$ cat src/rtl/quad_step_decoder.sv
// Quadrature front end: synchronises and deglitches A/B, then decodes Gray-code
// transitions into a one-cycle step strobe, a direction level and a sticky error flag.
module quad_step_decoder #(
   parameter int unsigned FILT_LEN = 3,
   parameter bit          UP_RST   = 1'b1
) (
   input  logic clk,
   input  logic rst,
   input  logic a_in,
   input  logic b_in,
   input  logic err_clr,
   output logic step,
   output logic up,
   output logic err
);

   localparam int unsigned CntW = $clog2(FILT_LEN + 1);
   localparam logic [CntW-1:0] CntMax = CntW'(FILT_LEN - 1);

   // Bit 1 carries channel A, bit 0 channel B throughout.
   logic [1:0]           s1_q, s1_d;
   logic [1:0]           s2_q, s2_d;
   logic [1:0]           filt_q, filt_d;
   logic [1:0][CntW-1:0] cnt_q, cnt_d;
   logic                 step_q, step_d;
   logic                 up_q, up_d;
   logic                 err_q, err_d;
   logic [1:0]           diff;

   always_comb begin
      s1_d = {a_in, b_in};
      s2_d = s1_q;
   end

   // Any cycle where s2 agrees with the filtered value restarts the run count.
   always_comb begin
      filt_d = filt_q;
      cnt_d  = '0;
      for (int i = 0; i < 2; i++) begin
         if (s2_q[i] != filt_q[i]) begin
            if (cnt_q[i] == CntMax) begin
               filt_d[i] = s2_q[i];
            end else begin
               cnt_d[i] = cnt_q[i] + 1'b1;
            end
         end
      end
   end

   always_comb begin
      diff   = filt_q ^ filt_d;
      step_d = 1'b0;
      up_d   = up_q;
      err_d  = err_q & ~err_clr;
      unique case (diff)
         2'b00: begin
         end
         2'b11: begin
            err_d = 1'b1;
         end
         default: begin
            step_d = 1'b1;
            // Forward order moves B when A==B and moves A when A!=B.
            up_d   = (filt_q[1] ^ filt_q[0]) ? diff[1] : diff[0];
         end
      endcase
   end

   always_ff @(posedge clk or posedge rst) begin
      if (rst) begin
         s1_q   <= '0;
         s2_q   <= '0;
         filt_q <= '0;
         cnt_q  <= '0;
         step_q <= 1'b0;
         up_q   <= UP_RST;
         err_q  <= 1'b0;
      end else begin
         s1_q   <= s1_d;
         s2_q   <= s2_d;
         filt_q <= filt_d;
         cnt_q  <= cnt_d;
         step_q <= step_d;
         up_q   <= up_d;
         err_q  <= err_d;
      end
   end

   assign step = step_q;
   assign up   = up_q;
   assign err  = err_q;

endmodule

$ cat config.mk
export PLATFORM = sky130hd
export DESIGN_NAME = quad_step_decoder
export DESIGN_NICKNAME = d
export VERILOG_FILES = /design/src/rtl/quad_step_decoder.sv
export SDC_FILE = /design/constraint.sdc
export NUM_CORES = 1
export LEC_CHECK = 0
export ABC_AREA = 1
export ABC_CLOCK_PERIOD_IN_PS = 1400
export BUFFER_PORTS_ARGS = -buffer_cell sky130_fd_sc_hd__buf_4
export CAP_MARGIN = 10
export CORE_ASPECT_RATIO = 1.1
export CORE_MARGIN = 10
export CORE_UTILIZATION = 30
export CTS_CLUSTER_SIZE = 25
export DETAILED_ROUTE_END_ITERATION = 8
export GPL_TIMING_DRIVEN = 0
export PLACE_DENSITY = 0.49
export SLEW_MARGIN = 15
export SYNTH_ARGS = -nofsm -noshare
export SYNTH_HDL_FRONTEND = slang
export SYNTH_SLANG_ARGS = --single-unit
$ cat constraint.sdc
create_clock -name clk -period 1.4 [get_ports clk]
set_input_delay 0.21 -clock clk [delete_from_list [all_inputs] [get_ports clk]]
set_output_delay 0.21 -clock clk [all_outputs]
set_load 0.05 [all_outputs]
After elaboration in Yosys (flattened, before gate mapping)
Index checks and enable logic that the tools add are counted.
Cells by class
  mux-type cells: 11
  add/subtract/negate cells: 2
  equal/unequal tests: 5
  reductions and logical operators: 2
  bitwise logic cells: 4
Operator list (number)
  $mux 2: 4
  $mux 1: 7
  $eq 2x2->1 const B: 3
  $add 2x1->2 const B: 2
  $logic_not 2->1: 1
  $ne 1x1->1: 2
  $reduce_or 2->1: 1
  $xor 2x2->2: 1
  $and 1x1->1: 1
  $not 1->1: 1
  $xor 1x1->1: 1
Word-level totals
  register bits: 13
  word-level logic and storage cells: 32

Longest topological paths before layout
  depth in word-level cells: 7
  gate-level depth with buffers: 8
  gate-level depth less buffers: 8

Worst setup path after synthesis
OpenSTA, ideal clock, no wires.
  path kind: register to register
  start point: reg filt_q[0]
  end point: reg up_q (netlist: up)
  cell stages (with the launch flop): 9
  buffers on the path: 0
  data required time: 1.340 ns
  path slack: 0.255 ns
  period minus slack after synthesis: 1.145 ns
  arrival time: 1.084 ns
  setup time: 0.060 ns
  cell sequence: dfrtp_1 inv_2 nand2_2 nand3_2 inv_1 ha_1 inv_1 nand2_1 nand2_1
Between the ends
  word-level cells in the longest chain between the ends: 5
  elaborated cells on any way between the ends: 9
  classes of those cells: 2 x eq/ne; 3 x mux; 2 x bitwise; 2 x reduce/logical
RTL lines
  start: declaration: line 23  | logic [1:0] filt_q, filt_d;
  start signal: assignment: line 81  | filt_q <= filt_d;
  $mux 1 / $ne 1x1->1 (equally long branches): line 41, 40
  $mux 1: line 40  | if (s2_q[i] != filt_q[i]) begin
  $xor 2x2->2: line 51  | diff = filt_q ^ filt_d;
  $eq 2x2->1 / $logic_not 2->1 (equally long branches): line 55  | unique case (diff)
  $reduce_or 2->1 (no source line)
  end signal: assignment: line 84  | up_q <= up_d;
  end: declaration: line 26  | logic up_q, up_d;
Several ways; a longest one is shown, not always the timed one.
A chain may end at the register's enable or synchronous reset.

Worst setup path in the final report
Ends and elaborated chain as after synthesis.

==> run summary <==
The number of vias in the routed layout came out at roughly 350. The initial antenna violation count is 0. Clock-pin slew was measured on the worst setup and hold paths at about 0.07 ns.

The number of placed instances with taps included came out at 79. The standard-cell row count is 16. The number of H-tree levels is 1. The slew at the pin with the worst max-slew slack is roughly 0.48 ns. Hold is met by around 0.045 ns. The die width came out at 61.03 µm. The area of the multi-input gates came out at 187.7 µm². The sequential cells in the finished layout cover a total of 326.6 µm². The vertical die dimension came out at 65.13 µm. Max-cap violations in this run came to 0. The average size of a mapped cell is 10.29 µm². The setup-violating endpoint count in the final report came out at 0. The die footprint is 3975 µm². The via count of the first global-routing pass came to 398. The clock reaches the later pin of the worst-skew pair after around 0.27 ns. For this design the ratio of total power to cell area is 1894 nW/µm². The maximum ir drop on the vdd rail came out at around 0.75 mV.

Counting I/O delays and the setup requirement, the final critical path takes 1.220 ns. The buffer count from post-CTS setup fixing is 0. The arrival time of data at the critical path endpoint is 1.43 ns. The number of gates given a new drive strength after cts came out at 0.

At the worst endpoint, the required time is 1.61 ns. Headroom to the max-slew limit came out at 67.67%. The sink count of the clock tree came out at 13.

The buffer type at the clock tree root is sky130_fd_sc_hd__clkbuf_4. Buffers inserted to repair hold after CTS numbered 1. The post-route worst setup slack is 0.1805 ns. The synthesis warning total is 0.

The top-level I/O count is 8. The element type at the critical path end is a flop. STA classifies the critical path startpoint as a flop. The area of the core came out at 1762 µm². The starting utilization of the core area is 31.53%. 0 antenna diodes ended up in the layout.

The count of routing violations after the opening detailed-route iteration is 3. Global routing used 5.129% of the available tracks across all layers. The number of buffers added by the clock tree synthesis step came out at 3.

The leakage power is 0.3532 nW. At the placement stage, the worst setup path has a slack of 0.1743 ns. The flop and latch count out of synthesis came out at 13. Port buffering added 7 buffers. On the final layout, the worst clock skew is 0.003198 ns.

The number of hold-slack violations in the final timing report came out at 0. The depth of the worst hold-timing path came out at 1. The routability-driven placement congestion ratio came out at 0.6765.

Timing would allow up to 820.0 MHz. The run finished with clean final reports. The final layout contains 73 nets. The category of the critical setup timing path is reg -> reg.

The wire length reported by the detailed router is 815 µm. After global routing the overflow that remains totals 0. The synthesized net count is 60.

The proportion of synthesized chip area in sequential cells came out at 58.78%. The min-delay analysis places its worst path in the category in -> reg. Leaving out fill and tap cells, the most frequent cells in the layout are sky130_fd_sc_hd__nand2_1, sky130_fd_sc_hd__dfrtp_1, sky130_fd_sc_hd__inv_1, sky130_fd_sc_hd__buf_4, sky130_fd_sc_hd__clkbuf_4. The synthesized netlist cell count came out at 54. The detail route stage leaves a number of antenna-violating nets equal to 0.

The number of design rule violations left after detail routing is 0. The average detailed-routed wire length per instance came out at 9.702 µm. The number of distinct library cell variants in the gate-level netlist after synthesis is 17. The number of search-and-repair iterations in the first detailed-routing pass is 4.

The cell count of the worst reg-to-reg path came out at 8. The HPWL after detailed placement is 673.3 µm. The CTS tree is yes.

The number of buffers on the longest clock path is 2. The largest net degree at the start of global routing is 14. The first global-routing pass estimated 1511 µm of wire. Summing every instance area after synthesis gives 555.5 µm². The summed negative setup slack over all endpoints is 0 ns. In the routed layout, each cell is associated on average with a via count of 4.143. The number of fill cells came out at about 190. The count of final max-slew check failures came out at 0. Setup repair after global routing left no endpoint under its margin. The highest fanout seen on the critical path came out at 4.

The proportion of layout cells with a drive suffix above 1 came out at 28.79%. After layout, the worst path uses between 80% and 90% of the clock period. The area growth from synthesis to final layout is 20.05%. The number of non-filler instances in the completed layout came out at between 80 and 90.
final timing paths:
kind,slack (ns),start,to
setup / recovery,0.18,filt_q[0]$_DFF_PP0_,up$_DFFE_PP1N_
hold reg to reg,0.35,s1_q[1]$_DFF_PP0_,s2_q[1]$_DFF_PP0_
min in group asynchronous,0.51,rst,s1_q[0]$_DFF_PP0_
hold / removal,0.04,b_in,s1_q[0]$_DFF_PP0_
setup reg to reg,0.18,filt_q[0]$_DFF_PP0_,up$_DFFE_PP1N_
max in group asynchronous,0.54,rst,up$_DFFE_PP1N_
synthesized netlist by cell type:
library cell               number  share of area, %
sky130_fd_sc_hd__nor2_1         2               1.4
sky130_fd_sc_hd__nand3_2        2               3.6
sky130_fd_sc_hd__o21ai_0        2               1.8
sky130_fd_sc_hd__xnor2_1        1               1.6
sky130_fd_sc_hd__nand3_1        1              0.90
sky130_fd_sc_hd__nor2_8         1               3.6
sky130_fd_sc_hd__inv_2          2               1.4
sky130_fd_sc_hd__nand2_1       12               8.1
sky130_fd_sc_hd__nand2_2        2               2.3
sky130_fd_sc_hd__xor2_1         2               3.2
sky130_fd_sc_hd__inv_1          9               6.1
sky130_fd_sc_hd__o21bai_1       1               1.4
sky130_fd_sc_hd__dfstp_2        1               4.7
sky130_fd_sc_hd__ha_1           1               2.3
sky130_fd_sc_hd__nor2_4         1               2.0
sky130_fd_sc_hd__nor3_1         2               1.8
sky130_fd_sc_hd__dfrtp_1       12                54
flip-flops by register name, summed over array words and instances (netlist names):
| signal | count |
|---|---|
| cnt_q | 4 |
| err | 1 |
| filt_q | 2 |
| s1_q | 2 |
| s2_q | 2 |
| step | 1 |
| up | 1 |
metrics by stage:
stage / total power, W / util [%] / cell area [µm²]
after detailed placement: 0.001060 / 35.80 / 630.6
final: 0.001263 / 37.86 / 666.9
after CTS: 0.001292 / 37.86 / 666.9
after global routing: 0.001389 / 37.86 / 666.9
after global placement: 0.001048 / 35.80 / 630.6
after floorplan: 0.0009517 / - / 555.5
cell families (layout without fill, tap and decap cells):
group / count (synthesis) / count (layout) / synth area share (%)
xor gates and xnor gates: 3 / 3 / 4.731
AOI/OAI and AO/OA: 3 / 3 / 3.154
buffers and inverters: 11 / 23 / 7.433
DFF: 13 / 13 / 58.79
adders and majority gates: 1 / 1 / 2.252
and+or+nand+nor: 23 / 23 / 23.65
routing by layer:
metal  vias to the layer above  GRT usage, %  wire (µm)
li1                        185             -          -
met1                       153         5.418        357
met2                         8         7.071        379
met3                         2         3.077         64
met4                         0         4.121         13
met5                         -             0          0
layout make-up:
| class | instances | share of cell area (%) |
|---|---|---|
| clock buffer | 4 | 3.940 |
| inverter | 11 | 6.191 |
| sequential | 13 | 48.97 |
| timing repair buffer | 8 | 9.381 |
| multi-input combinational | 30 | 28.14 |
| tap | 18 | 3.377 |
power breakdown:
group / switching (W) / internal [W] / leakage, nW
clock network: 0.000110 / 0.000110 / 0.0150
registers: 0.000104 / 0.000486 / 0.161
logic: 0.000281 / 0.000172 / 0.177
total: 0.000494 / 0.000769 / 0.353
worst max-delay path, cell delays in order, from the launching register on:
cell and delay, ns:
sky130_fd_sc_hd__dfrtp_1 0.44, sky130_fd_sc_hd__inv_2 0.08, sky130_fd_sc_hd__nand2_2 0.05, sky130_fd_sc_hd__nand3_2 0.09, sky130_fd_sc_hd__inv_1 0.05, sky130_fd_sc_hd__ha_1 0.30, sky130_fd_sc_hd__inv_1 0.06, sky130_fd_sc_hd__nand2_1 0.04
sky130_fd_sc_hd__nand2_1 0.06
Power figures use the tool's default switching activity.
